--- src/rtl/vga_object_scheduler.sv ---
// Tear-free shadow/active register controller for the Pong renderer; commits land at vblank start.
// Optional vblank interrupt pulse enabled by defining VGA_SCHED_IRQ_EN.
module vga_object_scheduler #(
  parameter int unsigned PADDLE_H  = 64,
  parameter int unsigned BALL_SIZE = 8,
  parameter int unsigned V_ACT_END = 515
) (
  input  logic        clk,
  input  logic        reset,
  input  logic [15:0] horizontal_count,
  input  logic [15:0] vertical_count,
  input  logic        wr_req,
  input  logic [2:0]  wr_addr,
  input  logic [15:0] wr_data,
  output logic        wr_ack,
  output logic        busy,
  output logic [9:0]  paddle_l_y,
  output logic [9:0]  paddle_r_y,
  output logic [9:0]  ball_x,
  output logic [9:0]  ball_y,
  output logic [11:0] obj_color,
  output logic        display_en,
  output logic        commit_done,
  output logic [15:0] frame_count,
  output logic        vblank_irq
);

  localparam int unsigned POS_W = 10;
  localparam int unsigned COL_W = 12;
  localparam logic [POS_W-1:0] PADDLE_MAX = POS_W'(480 - PADDLE_H);
  localparam logic [POS_W-1:0] BALL_X_MAX = POS_W'(640 - BALL_SIZE);
  localparam logic [POS_W-1:0] BALL_Y_MAX = POS_W'(480 - BALL_SIZE);
  localparam logic [15:0]      VB_LINE    = 16'(V_ACT_END);

  localparam logic [POS_W-1:0] RST_PADDLE = POS_W'(208);
  localparam logic [POS_W-1:0] RST_BALL_X = POS_W'(316);
  localparam logic [POS_W-1:0] RST_BALL_Y = POS_W'(236);
  localparam logic [COL_W-1:0] RST_COLOR  = COL_W'(12'hFFF);

  typedef enum logic [1:0] {ST_IDLE, ST_ARMED, ST_COMMIT} state_t;

  state_t state, state_next;

  logic [15:0]      v_prev;
  logic [POS_W-1:0] sh_paddle_l, sh_paddle_r, sh_ball_x, sh_ball_y;
  logic [COL_W-1:0] sh_color;
  logic             sh_display_en;

  logic vb_start;
  logic wr_accept;
  logic commit_wr;

  // Debug-only inputs and unused data bits are deliberately folded away
  logic unused_inputs;
  assign unused_inputs = ^{horizontal_count, wr_data[15:12]};

  function automatic logic [POS_W-1:0] clamp(input logic [POS_W-1:0] v, input logic [POS_W-1:0] mx);
    return (v > mx) ? mx : v;
  endfunction

  assign vb_start  = (vertical_count == VB_LINE) && (v_prev != VB_LINE);
  assign wr_accept = wr_req && !wr_ack && (state != ST_COMMIT);
  assign commit_wr = wr_accept && (wr_addr == 3'd7);

  always_ff @(posedge clk) begin
    if (reset) state <= ST_IDLE;
    else       state <= state_next;
  end

  // A commit accepted while idle only arms; it cannot consume a vb_start on the same edge
  always_comb begin
    state_next = state;
    case (state)
      ST_IDLE:   if (commit_wr) state_next = ST_ARMED;
      ST_ARMED:  if (vb_start)  state_next = ST_COMMIT;
      ST_COMMIT: state_next = ST_IDLE;
      default:   state_next = ST_IDLE;
    endcase
  end

  // Shadow registers: CPU-visible, clamped on write
  always_ff @(posedge clk) begin
    if (reset) begin
      sh_paddle_l   <= RST_PADDLE;
      sh_paddle_r   <= RST_PADDLE;
      sh_ball_x     <= RST_BALL_X;
      sh_ball_y     <= RST_BALL_Y;
      sh_color      <= RST_COLOR;
      sh_display_en <= 1'b0;
    end else if (wr_accept) begin
      case (wr_addr)
        3'd0: sh_paddle_l   <= clamp(wr_data[POS_W-1:0], PADDLE_MAX);
        3'd1: sh_paddle_r   <= clamp(wr_data[POS_W-1:0], PADDLE_MAX);
        3'd2: sh_ball_x     <= clamp(wr_data[POS_W-1:0], BALL_X_MAX);
        3'd3: sh_ball_y     <= clamp(wr_data[POS_W-1:0], BALL_Y_MAX);
        3'd4: sh_color      <= wr_data[COL_W-1:0];
        3'd5: sh_display_en <= wr_data[0];
        default: ;
      endcase
    end
  end

  // Active registers and handshake/status outputs
  always_ff @(posedge clk) begin
    if (reset) begin
      paddle_l_y  <= RST_PADDLE;
      paddle_r_y  <= RST_PADDLE;
      ball_x      <= RST_BALL_X;
      ball_y      <= RST_BALL_Y;
      obj_color   <= RST_COLOR;
      display_en  <= 1'b0;
      commit_done <= 1'b0;
      wr_ack      <= 1'b0;
      busy        <= 1'b0;
      frame_count <= 16'd0;
      v_prev      <= 16'd0;
    end else begin
      commit_done <= (state == ST_COMMIT);
      wr_ack      <= wr_accept;
      busy        <= (state_next != ST_IDLE);
      v_prev      <= vertical_count;
      if (vb_start) frame_count <= frame_count + 16'd1;
      if (state == ST_COMMIT) begin
        paddle_l_y <= sh_paddle_l;
        paddle_r_y <= sh_paddle_r;
        ball_x     <= sh_ball_x;
        ball_y     <= sh_ball_y;
        obj_color  <= sh_color;
        display_en <= sh_display_en;
      end
    end
  end

`ifdef VGA_SCHED_IRQ_EN
  always_ff @(posedge clk) begin
    if (reset) vblank_irq <= 1'b0;
    else       vblank_irq <= vb_start;
  end
`else
  assign vblank_irq = 1'b0;
`endif

endmodule

--- config.mk ---
export PLATFORM = sky130hd
export DESIGN_NAME = vga_object_scheduler
export DESIGN_NICKNAME = d
export VERILOG_FILES = /design/src/rtl/vga_object_scheduler.sv
export SDC_FILE = /design/constraint.sdc
export NUM_CORES = 1
export LEC_CHECK = 0
export BUFFER_PORTS_ARGS = -buffer_cell sky130_fd_sc_hd__buf_2
export CORE_MARGIN = 2
export CORE_UTILIZATION = 35
export CTS_BUF_LIST = sky130_fd_sc_hd__clkbuf_4 sky130_fd_sc_hd__clkbuf_8
export DETAILED_ROUTE_END_ITERATION = 16
export GPL_TIMING_DRIVEN = 0
export HOLD_SLACK_MARGIN = 0.12
export PLACE_DENSITY = 0.63
export SLEW_MARGIN = 10
export SYNTH_ARGS = -nofsm -noshare
export SYNTH_HDL_FRONTEND = slang
export SYNTH_SLANG_ARGS = --single-unit
--- constraint.sdc ---
create_clock -name clk -period 4.89 [get_ports clk]
set_input_delay 0.978 -clock clk [delete_from_list [all_inputs] [get_ports clk]]
set_output_delay 0.978 -clock clk [all_outputs]
set_load 0.005 [all_outputs]
==> results of run 1 <==
-- power by group --
group | switching, mW | internal, mW
sequential | 0.00692 | 1.18
combinational | 0.0689 | 0.0432
clock | 0.436 | 0.717
-- final cells by class --
type                       count  area (um2)
timing repair buffer          98         490
buffer                        54         318
clock buffer                  19         249
antenna                        2        5.00
tap                          216         270
sequential                   143        2860
clock inverter                11         238
inverter                       6        22.5
multi-input combinational    435        2400
fill                        1620        8920
-- flip-flops by register name (all words and copies together), names as in the netlist, 12 cells and up --
name / cells
frame_count: 16
v_prev: 16
obj_color: 12
sh_color: 12
-- critical path: stages --
cell,delay (ns)
buf_2,0.10
nor4b_1,0.32
nand4_1,0.42
clkbuf_1,0.32
nor4_1,0.37
mux2_2,0.37
-- layer usage --
metal	global-route usage, %	vias to the layer above	routed length, um
li1	-	2448	-
met1	23.6	2248	6940
met2	27.5	94	6940
met3	3.75	9	657
met4	5.63	0	136
met5	0	-	0
-- cell usage in the layout (no fill, tap or decap), types with 3 or more instances in the layout --
| cell | synthesis | final |
|---|---|---|
| buf_4 | 3 | 3 |
| nand3_1 | 51 | 51 |
| buf_2 | 6 | 104 |
| nor2_1 | 22 | 22 |
| nor4_1 | 14 | 14 |
| o21ai_1 | 3 | 3 |
| o32a_1 | 3 | 3 |
| and3_1 | 5 | 5 |
| buf_1 | 11 | 11 |
| mux2_2 | 6 | 6 |
| nand2b_1 | 3 | 3 |
| or3_1 | 6 | 6 |
| bufinv_16 | 0 | 7 |
| clkbuf_8 | 5 | 22 |
| nand2_1 | 145 | 145 |
| nand4_1 | 10 | 10 |
| a211oi_1 | 5 | 5 |
| mux2i_1 | 12 | 12 |
| dfxtp_1 | 143 | 143 |
| o211ai_1 | 5 | 5 |
| nor3_1 | 3 | 3 |
| nor2b_1 | 25 | 25 |
| inv_1 | 5 | 5 |
| clkbuf_1 | 25 | 25 |
| or4_1 | 8 | 8 |
| a21oi_1 | 51 | 51 |
| o21a_1 | 3 | 3 |
| o21ai_0 | 9 | 9 |
| o31ai_1 | 7 | 7 |
| and4_1 | 7 | 7 |
-- worst max-delay path by stage --
stage                      startpoint         endpoint  slack (ns)  depth (start not counted)
floorplan                  wr_data[4]   sh_paddle_r[7]        2.39                          5
global placement    vertical_count[8]  frame_count[12]        1.93                          6
detailed placement  vertical_count[8]  frame_count[12]        1.88                          6
CTS                 vertical_count[8]  frame_count[12]        2.35                          6
global route        vertical_count[8]  frame_count[12]        2.11                          6
finish              vertical_count[8]  frame_count[12]        2.33                          6
-- cell families after synthesis --
family | share of synthesized area, %
muxes | 3.35
buffers and inverters | 6.08
other | 0.0669
AOI/OAI and AO/OA | 11.1
adders and majority gates | 0.223
and+or+nand+nor | 28.1
DFF | 51.1
==> impl_metrics.env, run 1 <==
export IMPL_status="complete, no violations"
export IMPL_overflow=0
export IMPL_ys_warnings_count=0
export IMPL_viasPerCell=4.88
export IMPL_synthFlopType="dfxtp_1"
export IMPL_worst_pin_slew_ns=0.753
export IMPL_rsz0062_at_grt="false"
export IMPL_synth_most_common_cell="nand2_1"
export IMPL_synth_top_cell_area_share_pct=51.1
export IMPL_final_cells=984
export IMPL_critPathCaptureType="flop"
export IMPL_skew_ns=0.0105
export IMPL_ys_top_cells_by_area="dfxtp_1 51%, nand2_1 9.7%, a21oi_1 4.6%"
export IMPL_drive_above_1_share_pct=21.4
export IMPL_synthArstFlopShare_pct=0
export IMPL_max_slew_margin_pct=49.4
export IMPL_synth_cell_type_count=60
export IMPL_worst_ir_drop_vdd_uv=183
export IMPL_syn_nets=693
export IMPL_dpl_hpwl_um=10500
export IMPL_hold_viol=0
export IMPL_critPathLaunchType="primary input"
export IMPL_maxCapViolations=0
export IMPL_r2r_start="state[1]"
export IMPL_cts_tree="yes"
export IMPL_die_h_um=131
export IMPL_utilization_pct=43.5
export IMPL_dr_pass1_iters=4
export IMPL_synthTopCellsByCount="145 x nand2_1, 143 x dfxtp_1, 51 x a21oi_1, 51 x nand3_1"
export IMPL_io_buffers=98
export IMPL_final_nets=810
export IMPL_period_share_pct=52.3
export IMPL_path_clk_slew_ns=0.08
export IMPL_place_ws_ns=1.88
export IMPL_min_period_ns=2.56
export IMPL_syn_to_final_growth_pct=22.4
export IMPL_start_util_pct=35.5
export IMPL_worstPathMaxFanout=10
export IMPL_grt_max_degree=17
export IMPL_r2r_end="sh_ball_x[4]"
export IMPL_drt_iter0_drc=327
export IMPL_insertion_delay_ns=0.44
export IMPL_clockRootBuffer="clkbuf_8"
export IMPL_numClockSinks=143
export IMPL_die_area_mm2=0.0170
export IMPL_hold_depth=2
export IMPL_final_area_mm2=0.00685
export IMPL_numCtsBuffers=17
export IMPL_grt_pass1_wl_um=23100
export IMPL_placed_area_mm2=0.00636
export IMPL_postLayoutSetupSlackWorst_ns=2.33
export IMPL_leakagePower_nw=2.82
export IMPL_hold_worst_slack_ns=0.453
export IMPL_drt_wirelength_per_cell_um=14.9
export IMPL_synth_cells=638
export IMPL_ios=127
export IMPL_crit_type="primary input to flop"
export IMPL_cts_resized=0
export IMPL_syn_area_mm2=0.00560
export IMPL_hold_buffers=0
export IMPL_h_tree_depth=4
export IMPL_yosysSeqAreaShare_pct=51.1
export IMPL_worstHoldStart="paddle_l_y[1]"
export IMPL_fp_row_count=46
export IMPL_track_usage_pct=17.3
export IMPL_final_max_slew_violation_count=0
export IMPL_die_w_um=131
export IMPL_tns_ns=0
export IMPL_place_gp_congestion=0.843
export IMPL_max_freq_mhz=391
export IMPL_min_path_type="flop to flop"
export IMPL_dp_cells=952
export IMPL_avgSynthCellArea_um2=8.78
export IMPL_first_global_vias=4520
export IMPL_antenna_found_initial=0
export IMPL_core_mm2=0.0158
export IMPL_regToRegSetupSlack_ns=2.86
export IMPL_cp_data_arrival_time_ns=2.88
export IMPL_totalWireLength_um=14700
export IMPL_vias=4799
export IMPL_cts_max_path_buffers=2
export IMPL_synth_enable_flop_cells=0
export IMPL_crit_required_ns=5.22
export IMPL_post_cts_buffers=0
export IMPL_reg2regPathDepth=5
export IMPL_final_setup_viol_count=0
export IMPL_powerDensity_mw_per_mm2=358
export IMPL_yosys_area_top_type="dfxtp_1"
export IMPL_drc=0
export IMPL_ant_nets=0
export IMPL_finalPower_mw=2.45
export IMPL_ys_ff_latch=143
export IMPL_hold_path_end="paddle_l_y[1]"
(Power assumes the default switching activity.)
==> run 2, diff against run 1 <==
--- a/config.mk
+++ b/config.mk
@@ -12,7 +12,7 @@
 export DETAILED_ROUTE_END_ITERATION = 16
 export GPL_TIMING_DRIVEN = 0
 export HOLD_SLACK_MARGIN = 0.12
-export PLACE_DENSITY = 0.63
+export PLACE_DENSITY = 0.65
 export SLEW_MARGIN = 10
 export SYNTH_ARGS = -nofsm -noshare
 export SYNTH_HDL_FRONTEND = slang
==> constraint.sdc (replaced) <==
create_clock -name clk -period 2.2 [get_ports clk]
set_input_delay 0.44 -clock clk [delete_from_list [all_inputs] [get_ports clk]]
set_output_delay 0.44 -clock clk [all_outputs]
set_load 0.005 [all_outputs]
==> impl_metrics.env, run 2 (synthesis gave the netlist of run 1 again) <==
export IMPL_final_cell_mix="145 x nand2_1, 143 x dfxtp_1, 104 x buf_2, 51 x nand3_1, 51 x a21oi_1"
export IMPL_worst_ir_drop_vdd_uv=287
export IMPL_hold_worst_slack_ns=0.207
export IMPL_final_nets=810
export IMPL_cp_top_family="simple AND/OR/NAND/NOR gates"
export IMPL_critPathCaptureType="flop"
export IMPL_n_fill_cell=1629
export IMPL_final_area_mm2=0.00681
export IMPL_worstPathCellList="buf_2, nor4_1, nand4_1, clkbuf_1, nor4_1, mux2_2"
export IMPL_cts_tree="yes"
export IMPL_drc=0
export IMPL_crit_required_ns=2.52
export IMPL_multi_input_area_mm2=0.00240
export IMPL_numCtsBuffers=17
export IMPL_max_slew_margin_pct=45.1
export IMPL_r2r_end="paddle_r_y[3]"
export IMPL_rsz0062_at_grt="false"
export IMPL_maxCapViolations=0
export IMPL_cpMostUsedCell="nor4_1"
export IMPL_largestRegisters="frame_count (16), v_prev (16)"
export IMPL_path_clk_slew_ns=0.09
export IMPL_final_common_cell="nand2_1"
export IMPL_powerDensity_mw_per_mm2=774
export IMPL_worstHoldStart="vertical_count[9]"
export IMPL_ant_nets=0
export IMPL_skew_ns=0.0199
export IMPL_leakagePower_nw=2.80
export IMPL_core_mm2=0.0158
export IMPL_grt_max_degree=17
export IMPL_overflow=0
export IMPL_h_tree_depth=4
export IMPL_num_antenna_cells=0
export IMPL_regArea_mm2=0.00286
export IMPL_final_setup_viol_count=0
export IMPL_tns_ns=0
export IMPL_cp_data_arrival_time_ns=2.32
export IMPL_hold_depth=2
export IMPL_track_usage_pct=18.1
export IMPL_place_gp_congestion=0.822
export IMPL_cts_max_path_buffers=2
export IMPL_ios=127
export IMPL_insertion_delay_ns=0.45
export IMPL_die_area_mm2=0.0170
export IMPL_utilization_pct=43.2
export IMPL_vias=4931
export IMPL_fp_row_count=46
export IMPL_die_h_um=131
export IMPL_die_w_um=131
export IMPL_dr_pass1_iters=5
export IMPL_place_ws_ns=-0.288
export IMPL_numClockSinks=143
export IMPL_totalWireLength_um=15300
export IMPL_slowest_delay_ns=0.39
export IMPL_drt_wirelength_per_cell_um=15.6
export IMPL_crit_type="primary input to flop"
export IMPL_grt_pass1_wl_um=24100
export IMPL_reg2regPathDepth=6
export IMPL_critPathLaunchType="primary input"
export IMPL_drive_above_1_share_pct=21.5
export IMPL_final_max_slew_violation_count=0
export IMPL_regToRegSetupSlack_ns=0.22
export IMPL_viasPerCell=5.02
export IMPL_first_global_vias=4604
export IMPL_hold_viol=0
export IMPL_worst_pin_slew_ns=0.815
export IMPL_post_cts_buffers=0
export IMPL_finalPower_mw=5.27
export IMPL_min_path_type="primary input to flop"
export IMPL_start_util_pct=35.5
export IMPL_hold_path_end="v_prev[9]"
export IMPL_postLayoutSetupSlackWorst_ns=0.206
export IMPL_r2r_start="state[0]"
export IMPL_placed_area_mm2=0.00636
export IMPL_dp_cells=952
export IMPL_dpl_hpwl_um=10800
export IMPL_period_share_pct=90.6
export IMPL_worstPathMaxFanout=10
export IMPL_max_freq_mhz=501
export IMPL_antenna_found_initial=0
export IMPL_status="complete, no violations"
export IMPL_min_period_ns=1.99
export IMPL_path_buf_inv=2
export IMPL_critical_path_slowest_cell="nand4_1"
export IMPL_io_buffers=98
export IMPL_drt_iter0_drc=364
export IMPL_clockRootBuffer="clkbuf_8"
export IMPL_final_cells=982
export IMPL_syn_to_final_growth_pct=21.5
[run 2: cell count changes in the layout (fill, tap and decap cells not counted), moves of 2 or more]
| cell | before | now |
|---|---|---|
| inv_6 | 1 | 4 |
| bufinv_16 | 7 | 5 |
| clkbuf_4 | 2 | 0 |
| diode_2 | 2 | 0 |
[run 2: layout make-up]
cell class	count	share of cell area, %
plain buffers	54	4.69
clock buffers	17	3.44
clock inverters	13	3.07
inverters	6	0.331
multi-input cells	435	35.2
flip-flops and latches	143	42.1
well taps	216	3.97
repair buffers	98	7.21
[run 2: power breakdown]
group	total [mW]	switching [mW]	internal, mW
registers	2.64	0.0152	2.62
logic	0.256	0.160	0.0964
clock network	2.37	1.03	1.35
[run 2: per-layer routing]
layer	wire length (um)	GRT usage, %	vias up
met1	7080	24.9	2294
met3	954	3.91	21
met2	7000	27.9	158
met5	0	0	-
li1	-	-	2458
met4	257	6.88	0
[run 2: timing repair]
| action | in CTS | in global routing |
|---|---|---|
| endpoints found under the setup margin | 0 | 3 |
| hold buffers | 0 | 0 |
| resized for setup | 0 | 2 |
[run 2: worst max path at each step]
stage,start,end,cells after the start
finish,vertical_count[10],frame_count[11],6
global route,vertical_count[10],frame_count[11],6
CTS,state[0],sh_ball_x[1],6
detailed placement,vertical_count[10],frame_count[11],6
global placement,vertical_count[10],frame_count[11],6
floorplan,wr_data[4],sh_paddle_r[7],5
==> run 3, diff against run 2 <==
--- a/config.mk
+++ b/config.mk
@@ -5,6 +5,7 @@
 export SDC_FILE = /design/constraint.sdc
 export NUM_CORES = 1
 export LEC_CHECK = 0
+export ABC_AREA = 1
 export BUFFER_PORTS_ARGS = -buffer_cell sky130_fd_sc_hd__buf_2
 export CORE_MARGIN = 2
 export CORE_UTILIZATION = 35
==> impl_metrics.env, run 3 <==
export IMPL_status="complete, no violations"
export IMPL_max_slew_margin_pct=62.7
export IMPL_insertion_delay_ns=0.45
export IMPL_synth_compound_area_share_pct=9.53
export IMPL_r2r_end="frame_count[14]"
export IMPL_hold_buffers=0
export IMPL_crit_required_ns=2.51
export IMPL_leakagePower_nw=3.13
export IMPL_critPathLaunchType="flop"
export IMPL_highest_layer="met5"
export IMPL_yosys_area_top_type="dfxtp_1"
export IMPL_synth_simple_area_share_pct=32.4
export IMPL_final_max_slew_violation_count=0
export IMPL_worstPathCellList="ha_1, nand2_1, nor2_1, nand3_1, nand2_1, nand2_1, nand2_1, a21oi_1"
export IMPL_rsz0062_at_grt="false"
export IMPL_cts_resized=0
export IMPL_ys_top_cells_by_area="dfxtp_1 50%, nand2_1 14%, nor2_1 7.3%"
export IMPL_core_mm2=0.0159
export IMPL_maxCapViolations=0
export IMPL_final_setup_viol_count=0
export IMPL_cts_max_path_buffers=2
export IMPL_synth_area_mux_share_pct=0
export IMPL_synthArstFlopShare_pct=0
export IMPL_largestRegisters="frame_count (16), v_prev (16)"
export IMPL_synth_most_common_cell="nand2_1"
export IMPL_finalPower_mw=5.39
export IMPL_critPathCaptureType="flop"
export IMPL_hold_viol=0
export IMPL_worst_pin_slew_ns=0.560
export IMPL_post_cts_buffers=0
export IMPL_cpMostUsedCell="nand2_1"
export IMPL_yosysSeqAreaShare_pct=50.5
export IMPL_critical_path_slowest_cell="dfxtp_1"
export IMPL_tns_ns=0
export IMPL_place_gp_congestion=0.855
export IMPL_die_area_mm2=0.0172
export IMPL_ys_warnings_count=0
export IMPL_drt_iter0_drc=292
export IMPL_viasPerCell=4.62
export IMPL_path_clk_slew_ns=0.08
export IMPL_synth_cell_type_count=32
export IMPL_track_usage_pct=17.5
export IMPL_skew_ns=0.0125
export IMPL_ant_nets=0
export IMPL_drc=0
export IMPL_regToRegSetupSlack_ns=0.62
export IMPL_critPathCapture="frame_count[14]"
export IMPL_final_nets=948
export IMPL_powerDensity_mw_per_mm2=777
export IMPL_slowest_delay_ns=0.45
export IMPL_die_w_um=131
export IMPL_drive_above_1_share_pct=19.0
export IMPL_r2r_start="frame_count[0]"
export IMPL_numCtsBuffers=17
export IMPL_start_util_pct=35.7
export IMPL_first_global_vias=4863
export IMPL_worst_ir_drop_vdd_uv=432
export IMPL_avgSynthCellArea_um2=7.36
export IMPL_grt_max_degree=17
export IMPL_final_common_cell="nand2_1"
export IMPL_met3_length_um=900
export IMPL_num_antenna_cells=0
export IMPL_ios=127
export IMPL_dr_wl_met2_um=6510
export IMPL_min_period_ns=1.58
export IMPL_path_buf_inv=0
export IMPL_syn_nets=826
export IMPL_min_path_type="primary input to flop"
export IMPL_numClockSinks=143
export IMPL_cts_tree="yes"
export IMPL_max_freq_mhz=633
export IMPL_totalWireLength_um=14700
export IMPL_worstPathMaxFanout=7
export IMPL_syn_to_final_growth_pct=22.3
export IMPL_antenna_found_initial=2
export IMPL_grt_pass1_wl_um=24300
export IMPL_reg2regPathDepth=8
export IMPL_synthFlopType="dfxtp_1"
export IMPL_synth_enable_flop_cells=0
export IMPL_clockRootBuffer="clkbuf_8"
export IMPL_syn_area_mm2=0.00567
export IMPL_wl_met1_um=7030
export IMPL_crit_type="flop to flop"
export IMPL_synth_top_cell_area_share_pct=50.5
export IMPL_cp_top_family="simple AND/OR/NAND/NOR gates"
export IMPL_drt_wirelength_per_cell_um=13.1
export IMPL_worst_path_stages=8
export IMPL_dpl_hpwl_um=10800
export IMPL_synth_xor_area_share_pct=0.463
export IMPL_synthTopCellsByCount="208 x nand2_1, 143 x dfxtp_1, 111 x nor2_1, 72 x nand3_1, 54 x inv_1"
export IMPL_synth_fa_ha_area_share_pct=0.221
export IMPL_fp_row_count=46
export IMPL_io_buffers=103
export IMPL_h_tree_depth=4
export IMPL_overflow=0
export IMPL_final_cell_mix="208 x nand2_1, 143 x dfxtp_1, 111 x nor2_1, 110 x buf_2, 72 x nand3_1"
export IMPL_die_h_um=131
export IMPL_dr_pass1_iters=5
export IMPL_period_share_pct=71.8
export IMPL_n_fill_cell=1658
export IMPL_vias=5182
export IMPL_ys_ff_latch=143
export IMPL_crit_start="frame_count[0]"
export IMPL_synth_cells=771
export IMPL_cp_data_arrival_time_ns=1.89
export IMPL_synth_top_family_by_area="simple AND/OR/NAND/NOR gates"
-- run 3: kinds of logic (layout without fill, tap and decap cells) --
| kind of cell | count (synthesis) | count (layout) |
|---|---|---|
| xor+xnor | 3 | 3 |
| buf+inv | 93 | 228 |
| fa+ha+maj | 1 | 1 |
| simple gates | 426 | 426 |
| compound gates | 104 | 104 |
| other cells | 1 | 1 |
| flops | 143 | 143 |
-- run 3: cell type report --
class	instances	area, um2	share of cell area [%]
clock buffers	20	275	3.97
multi-input cells	535	2420	34.9
flip-flops and latches	143	2860	41.2
repair buffers	103	515	7.43
clock inverters	12	205	2.96
well taps	216	270	3.89
plain buffers	34	166	2.40
inverters	59	221	3.19
-- run 3: where the power goes --
| part | internal, mW | switching [mW] | total, mW |
|---|---|---|---|
| registers | 2.63 | 0.0186 | 2.65 |
| clock network | 1.45 | 1.03 | 2.48 |
| logic | 0.0830 | 0.181 | 0.264 |
| total | 4.16 | 1.23 | 5.39 |
-- run 3: how the worst min path moves through the flow --
stage	from	to	depth (start not counted)
3_3_place_gp	sh_paddle_r[9]	sh_paddle_r[9]	2
2_1_floorplan	sh_ball_y[9]	sh_ball_y[9]	2
6_report	vertical_count[10]	v_prev[10]	3
5_1_grt	vertical_count[11]	v_prev[11]	3
3_5_place_dp	sh_paddle_r[9]	sh_paddle_r[9]	2
4_1_cts	wr_data[10]	sh_color[10]	3
-- run 3: tightest hold or removal path, cell delays in order --
cell	delay, ns
buf_2	0.10
inv_1	0.04
nor2_1	0.03
-- run 3: stage by stage --
step | worst slack (ns) | cell area, um2 | hold slack (ns) | utilization, % | cells
3_5_place_dp | 0.406 | 6460 | 0.433 | 40.7 | 1090
4_1_cts | 0.622 | 6940 | 0.165 | 43.7 | 1122
6_report | 0.621 | 6940 | 0.205 | 43.7 | 1122
3_3_place_gp | 0.404 | 6460 | 0.429 | 40.7 | 1090
2_1_floorplan | 0.771 | 5670 | 0.422 | - | 771
5_1_grt | 0.454 | 6940 | 0.175 | 43.7 | 1122
-- run 3: layer usage --
layer,track usage [%],vias to the layer above
met5,0,-
met4,5.62,4
met3,5.67,15
met2,27.7,125
met1,22.7,2335
li1,-,2703
